<file path="config.mk">
export PLATFORM = sky130hd
export DESIGN_NAME = regfile_scoreboard
export DESIGN_NICKNAME = d
export VERILOG_FILES = /design/src/rtl/regfile_scoreboard.sv
export SDC_FILE = /design/constraint.sdc
export NUM_CORES = 2
export LEC_CHECK = 0
export ABC_AREA = 1
export CAP_MARGIN = 40
export CORE_AREA = 2 2 347 435
export DETAILED_ROUTE_END_ITERATION = 10
export DIE_AREA = 0 0 349 437
export SLEW_MARGIN = 0
export SYNTH_ARGS = -nofsm -noshare
export SYNTH_HDL_FRONTEND = slang
export SYNTH_SLANG_ARGS = --single-unit
export TNS_END_PERCENT = 1
</file>
<file path="constraint.sdc">
create_clock -name Clk -period 9 [get_ports Clk]
set_input_delay 1.8 -clock Clk [delete_from_list [all_inputs] [get_ports Clk]]
set_output_delay 1.8 -clock Clk [all_outputs]
set_load 0.02 [all_outputs]
</file>
<file path="src/rtl/regfile_scoreboard.sv">
// regfile_scoreboard
//   Register file for the multi-cycle MIPS32 datapath. It has two
//   combinational read ports and one write port, and it can forward a
//   same-cycle write to a matching read port. Register 0 can be
//   hardwired to zero. A per-register pending bit marks each register
//   whose multi-cycle producer (load, mult/div) has not yet written back.
//
// Ports
//   Clk                      clock; all state changes on the rising edge
//   Reset                    synchronous, active-high reset
//   ReadReg1/2, ReadData1/2  read indices and combinational read data
//   Pending1/2               read index has an outstanding reserved write
//   RegWrite, WriteReg,
//   WriteData                write port
//   Reserve, ReserveReg      mark a destination as awaiting writeback
//   PendingCount             registered popcount of the pending bits
//   PendingAny               registered PendingCount != 0
module regfile_scoreboard #(
  parameter int DATA_W   = 32,
  parameter int ADDR_W   = 5,
  parameter int ZERO_REG = 1,
  parameter int BYPASS   = 1
) (
  input  logic              Clk,
  input  logic              Reset,
  input  logic [ADDR_W-1:0] ReadReg1,
  input  logic [ADDR_W-1:0] ReadReg2,
  output logic [DATA_W-1:0] ReadData1,
  output logic [DATA_W-1:0] ReadData2,
  output logic              Pending1,
  output logic              Pending2,
  input  logic              RegWrite,
  input  logic [ADDR_W-1:0] WriteReg,
  input  logic [DATA_W-1:0] WriteData,
  input  logic              Reserve,
  input  logic [ADDR_W-1:0] ReserveReg,
  output logic [ADDR_W:0]   PendingCount,
  output logic              PendingAny
);

  localparam int DEPTH  = 1 << ADDR_W;
  localparam bit ZeroEn = (ZERO_REG != 0);
  localparam bit BypEn  = (BYPASS != 0);

  logic [DATA_W-1:0] regs [DEPTH];
  logic [DEPTH-1:0]  pending;
  logic [DEPTH-1:0]  pendingNext;
  logic [ADDR_W:0]   pendingCountQ;
  logic [ADDR_W:0]   countNext;
  logic              pendingAnyQ;

  logic writeEn;
  logic reserveEn;
  logic countInc;
  logic countDec;

  // A write or reserve that targets the hardwired zero register is dropped.
  assign writeEn   = RegWrite && !(ZeroEn && (WriteReg == '0));
  assign reserveEn = Reserve  && !(ZeroEn && (ReserveReg == '0));

  // The clear is applied before the set, so a reserve issued in the same
  // cycle as a writeback to that register keeps the bit set: a newer
  // producer is now in flight.
  always_comb begin
    pendingNext = pending;
    if (writeEn) pendingNext[WriteReg] = 1'b0;
    if (reserveEn) pendingNext[ReserveReg] = 1'b1;
  end

  // The count tracks 0->1 and 1->0 transitions of the pending bits. The
  // set and the clear can hit two different registers in one cycle and
  // cancel out, and the count cannot wrap.
  assign countInc = reserveEn && !pending[ReserveReg];
  assign countDec = writeEn && pending[WriteReg] &&
                    !(reserveEn && (ReserveReg == WriteReg));
  assign countNext = pendingCountQ + {{ADDR_W{1'b0}}, countInc}
                                   - {{ADDR_W{1'b0}}, countDec};

  always_ff @(posedge Clk) begin
    if (Reset) begin
      for (int i = 0; i < DEPTH; i++) regs[i] <= '0;
      pending       <= '0;
      pendingCountQ <= '0;
      pendingAnyQ   <= 1'b0;
    end else begin
      if (writeEn) regs[WriteReg] <= WriteData;
      pending       <= pendingNext;
      pendingCountQ <= countNext;
      pendingAnyQ   <= (countNext != '0);
    end
  end

  function automatic logic [DATA_W-1:0] readPort(input logic [ADDR_W-1:0] idx);
    logic [DATA_W-1:0] val;
    val = regs[idx];
    if (BypEn && writeEn && (WriteReg == idx)) val = WriteData;
    if (ZeroEn && (idx == '0)) val = '0;
    return val;
  endfunction

  // If a write is landing on the register this cycle, its producer has
  // completed. With bypass, the data is already on the read port.
  function automatic logic pendPort(input logic [ADDR_W-1:0] idx);
    logic val;
    val = pending[idx];
    if (BypEn && writeEn && (WriteReg == idx)) val = 1'b0;
    if (ZeroEn && (idx == '0)) val = 1'b0;
    return val;
  endfunction

  assign ReadData1    = Reset ? '0   : readPort(ReadReg1);
  assign ReadData2    = Reset ? '0   : readPort(ReadReg2);
  assign Pending1     = Reset ? 1'b0 : pendPort(ReadReg1);
  assign Pending2     = Reset ? 1'b0 : pendPort(ReadReg2);
  assign PendingCount = pendingCountQ;
  assign PendingAny   = Reset ? 1'b0 : pendingAnyQ;

endmodule
</file>
* After elaboration in Yosys (flattened, before gate mapping)
Memory sizes are Yosys's and may differ from the RTL's. Index checks and enable logic that the tools add are counted.
Cells by class: reduce and logical (&&, ||, !) cells 20, multiplexer cells 35, $add $sub $neg 2, equal/unequal tests 3, $lt $le $gt $ge 6, bitwise gates (word level) 3
Operators with widths (number):
- 32-bit 2-to-1 mux | 9
- 32-bit bitwise AND | 1
- 32-bit NOT | 1
- 32-bit bitwise OR | 1
- 32-bit OR reduction | 1
- 5-bit by 6-bit < comparator with 1-bit output, second input constant | 4
- 1-bit binary-select mux with 5-bit select | 4
- 5-bit zero test | 4
- 1-bit 2-to-1 mux | 19
- 5-bit equality test | 3
- 1-bit demux with 5-bit select | 2
- 5-bit by 1-bit greater-or-equal comparator with 1-bit output, second input constant | 2
- 1-bit logical AND | 10
- 6-bit by 1-bit adder with 6-bit output | 1
- 6-bit nonzero test | 1
- 6-bit by 1-bit subtractor with 6-bit output | 1
- 5-bit 2-to-1 mux | 1
- 1-bit zero test | 4
Storage, ports and cells: logic and storage cells 73, bits of input ports 56, output and inout bits 73, memories kept 1, RAM bits 1024, flip-flop bits (word level) 39
Memories:
- regs | depth 32, bits a word 32, rd ports 2, clocked after memory_dff 0, wr ports 32, line 45 | logic [DATA_W-1:0] regs [DEPTH];

* Longest topological paths before layout
word-level depth 9, mapped depth 22, depth with buffers taken out 21

* Worst setup path after synthesis
No wires, ideal clock.
path type in2reg, start point in WriteReg[3], end point mem regs[8][0] (enable), setup slack 3.782 ns, path buffers 1, arrival 4.750 ns, stages 5, required time 8.532 ns, setup time 0.468 ns, cell sequence buf_4 inv_2 nor3_1 inv_1 o21ai_0
RTL lines:
- from (decl) | line 33 | input logic [ADDR_W-1:0] WriteReg,
- to (decl) | line 45

* Worst setup path in the final report
start point in WriteReg[4], end point out ReadData2[22]
On the way: cells in the longest elaborated chain, start to end 7, elaborated cells on any way between the ends 8, classes of those cells 1 x eq/ne; 3 x mux; 4 x reduce/logical
Ends and longest elaborated chain:
- 5-bit zero test | line 58 | assign writeEn = RegWrite && !(ZeroEn && (WriteReg == '0));
- 1-bit zero test | line 58
- 1-bit logical AND | line 58
- 1-bit logical AND * | line 96 | if (BypEn && writeEn && (WriteReg == idx)) val = WriteData;
- 32-bit 2-to-1 mux * | line 96
- 32-bit 2-to-1 mux * | line 97 | if (ZeroEn && (idx == '0)) val = '0;
- 32-bit 2-to-1 mux * | line 112 | assign ReadData2 = Reset ? '0 : readPort(ReadReg2);
- to (decl) | line 29 | output logic [DATA_W-1:0] ReadData2,
Mark *: on every way between the ends. The rest lies on a longest branch, timed or not.

==> impl_metrics.toml <==
[cells_and_area]
final_nets = 6849
postLayoutCellArea_mm2 = 0.0662
n_fill_cell = 14105
fin_util_pct = 44.7
area_delta_synth_final_pct = 11.9
drive_above_1_share_pct = 6.30

[clocking]
clk_pin_slew_worst_paths_ns = 0.07
cts-root-buf = "clkbuf_16"
insertion_delay_ns = 0.77
cts_setup_buffers = 0
clock_path_buffers = 3
cts-buffers-inserted = 105
cts_tree = "built"
cts_hold_buf = 0
htreeDepth = 3
clkSinkCount = 1063
cts_resized = 0

[detailed_routing]
first_iter_violations = 7886
ant_nets = 0
wl_per_cell_um = 28.4
post-route-drc-count = 0
post_drt_via_cell_ratio = 6.23
first_pass_iters = 7
wl_um = 250000
vias = 54817

[timing]
fin_crit_sh_pct = 80.0
hold_viol_final = 0
final.setup.tns_ns = 0
slew_violations = 0
clock_skew_ns = 0.0257
tightest_slew_ns = 1.10
slew_headroom_pct = 26.5
fmax_ghz = 0.139
rsz0062_at_grt = "false"
finalCriticalPeriod_ns = 7.20
setup_viol = 0

[critical_path]
r2r_end = "pendingAnyQ"
cp.required_ns = 7.20
r2r_start = "pending[23]"
end_kind = "output pin"
critPathMaxFanout = 31
worstSetupPathType = "input port to output pin"
rr_worst_depth = 19
cp-start-kind = "input port"
crit_path_start = "WriteReg[4]"
r2r_slack_ns = 5.55
arrival_ns = 5.40

[logic_synthesis]
yosysTopAreaCellShare_pct = 52.0
ys_seq_area_share_pct = 53.3
netlist_area_mm2 = 0.0591
synthTopCellsByArea = "edfxtp_1 (52%), nand3_1 (8.8%), nor2_1 (6.5%), o211ai_1 (6.1%), nand2_1 (5.6%)"
ys_ff_latch = 1063
synth_area_per_cell_um2 = 8.42
ys_async_sr_fraction_pct = 0
synthCells = 7023
yosys_warnings = 0
synth-edff-count = 1024
synth_cell_types = 35
synth_area_leader_cell = "edfxtp_1"
ys.flop_type = "edfxtp_1"

[floorplan]
fp.dieH_um = 437
die_area_mm2 = 0.153
start_util_pct = 39.9
core_mm2 = 0.148
pin_count = 129
fp-row-count = 158
die_x_um = 349

[grt]
grt_pass1_vias = 51124
grt_use_total_pct = 31.8
grt_pass1_wl_um = 355000
antenna_found_initial = 10
grt_max_degree = 230
grt_overflow = 0

[min_path]
hold_end = "pending[0]"
min_from = "pending[0]"
hold_class = "flip-flop to flip-flop"
whs_path_depth = 2

[placed_design]
gp_congestion = 0.952
placed_cell_area_mm2 = 0.0629
dp_hpwl_um = 138000
portBuffers = 128

[power]
ir_drop_uv = 141
p_leak_nw = 25.3
powerDensity_mw_per_mm2 = 182

[flow_run]
maxCapViolCount = 0

[run_status]
status = "finished, final reports clean"
[layout by cell type, fill, tap and decap left out, drive strengths merged]
| master | instances |
|---|---|
| o211ai | 481 |
| xnor2 | 7 |
| conb | 32 |
| dfxtp | 39 |
| clkdlybuf4s50 | 117 |
| nor3 | 24 |
| nand3 | 1042 |
| fa | 1 |
| o22ai | 38 |
| o31ai | 1 |
| clkinv | 51 |
| nor2 | 1036 |
| inv | 658 |
| buf | 175 |
| ha | 6 |
| edfxtp | 1024 |
| nand4 | 9 |
| a21oi | 510 |
| clkinvlp | 9 |
| or2 | 10 |
| xor2 | 8 |
| a31oi | 2 |
| bufinv | 7 |
| diode | 4 |
| clkbuf | 123 |
| o21ai | 571 |
| nand2 | 887 |
[power by group]
part           internal [mW]  switching, mW  leakage [nW]
registers               5.69          0.108          10.1
clock network           2.37           2.03          1.60
logic                  0.535           1.34          13.7
total                   8.60           3.48          25.3
[worst max-delay path, cell delays in order]
cell	delay, ns
clkdlybuf4s50_1	0.67
inv_2	0.22
nand3_2	0.12
o21ai_4	0.21
nor3_2	0.10
a21oi_4	0.24
buf_4	0.71
nand3_1	0.53
nand2_1	0.16
clkdlybuf4s50_1	0.62
[logic make-up after synthesis]
| kind of cell | share of synthesized area [%] |
|---|---|
| adders and majority gates | 0.161 |
| and+or+nand+nor | 21.6 |
| buffers and inverters | 9.01 |
| other | 0.00634 |
| DFF | 53.3 |
| AOI/OAI and AO/OA | 15.7 |
| xor gates and xnor gates | 0.222 |
[state kept, by name, indices dropped and copies added (netlist names)]
name / flops
regs: 1024
pending: 32
PendingCount: 6
pendingAnyQ: 1
[stage by stage]
stage | cells | setup slack [ns] | power [mW] | hold slack, ns
2_1_floorplan | 7054 | 3.78 | 6.96 | 0.454
3_3_place_gp | 8539 | 1.85 | 7.62 | 0.487
3_5_place_dp | 8599 | 1.94 | 7.72 | 0.499
4_1_cts | 8788 | 1.94 | 12.0 | 0.507
5_1_grt | 8789 | 1.80 | 12.4 | 0.544
6_report | 8792 | 1.80 | 12.1 | 0.526
[Yosys cell counts (3+ instances only)]
| cell | number |
|---|---|
| xnor2_1 | 7 |
| edfxtp_1 | 1024 |
| clkbuf_1 | 353 |
| dfxtp_1 | 39 |
| buf_4 | 12 |
| nor2_4 | 4 |
| nand2_1 | 886 |
| o211ai_1 | 481 |
| nand3_1 | 1041 |
| ha_1 | 6 |
| or2_2 | 10 |
| nor3_1 | 17 |
| inv_2 | 17 |
| buf_1 | 69 |
| xor2_1 | 8 |
| buf_2 | 231 |
| inv_1 | 640 |
| nor3_2 | 7 |
| a21oi_1 | 508 |
| o22ai_1 | 38 |
| nor2_2 | 3 |
| nand4_1 | 9 |
| nor2_1 | 1029 |
| o21ai_0 | 570 |
[area by class of cell]
cell class	count	area, um2	share of cell area (%)
clock inverter	66	554	0.837
sequential	1063	31500	47.6
inverter	659	2520	3.81
clock buffer	123	2740	4.14
timing repair buffer	292	3660	5.53
antenna	4	10.0	0.0151
multi-input combinational	4665	22800	34.4
tap	1920	2400	3.63
[worst max-delay path by stage]
stage,to,slack [ns]
after detailed placement,ReadData2[22],1.94
after global routing,ReadData2[22],1.80
after floorplan,regs[8][0],3.78
after CTS,ReadData2[22],1.94
final,ReadData2[22],1.80
after global placement,ReadData1[27],1.85
[layer usage]
layer	global-route usage, %	share of wire [%]
met1	40.1	36
met2	49.4	45
met3	7.36	12
met4	20.0	7.0
met5	0	0.034
Power figures use the tool's default switching activity.
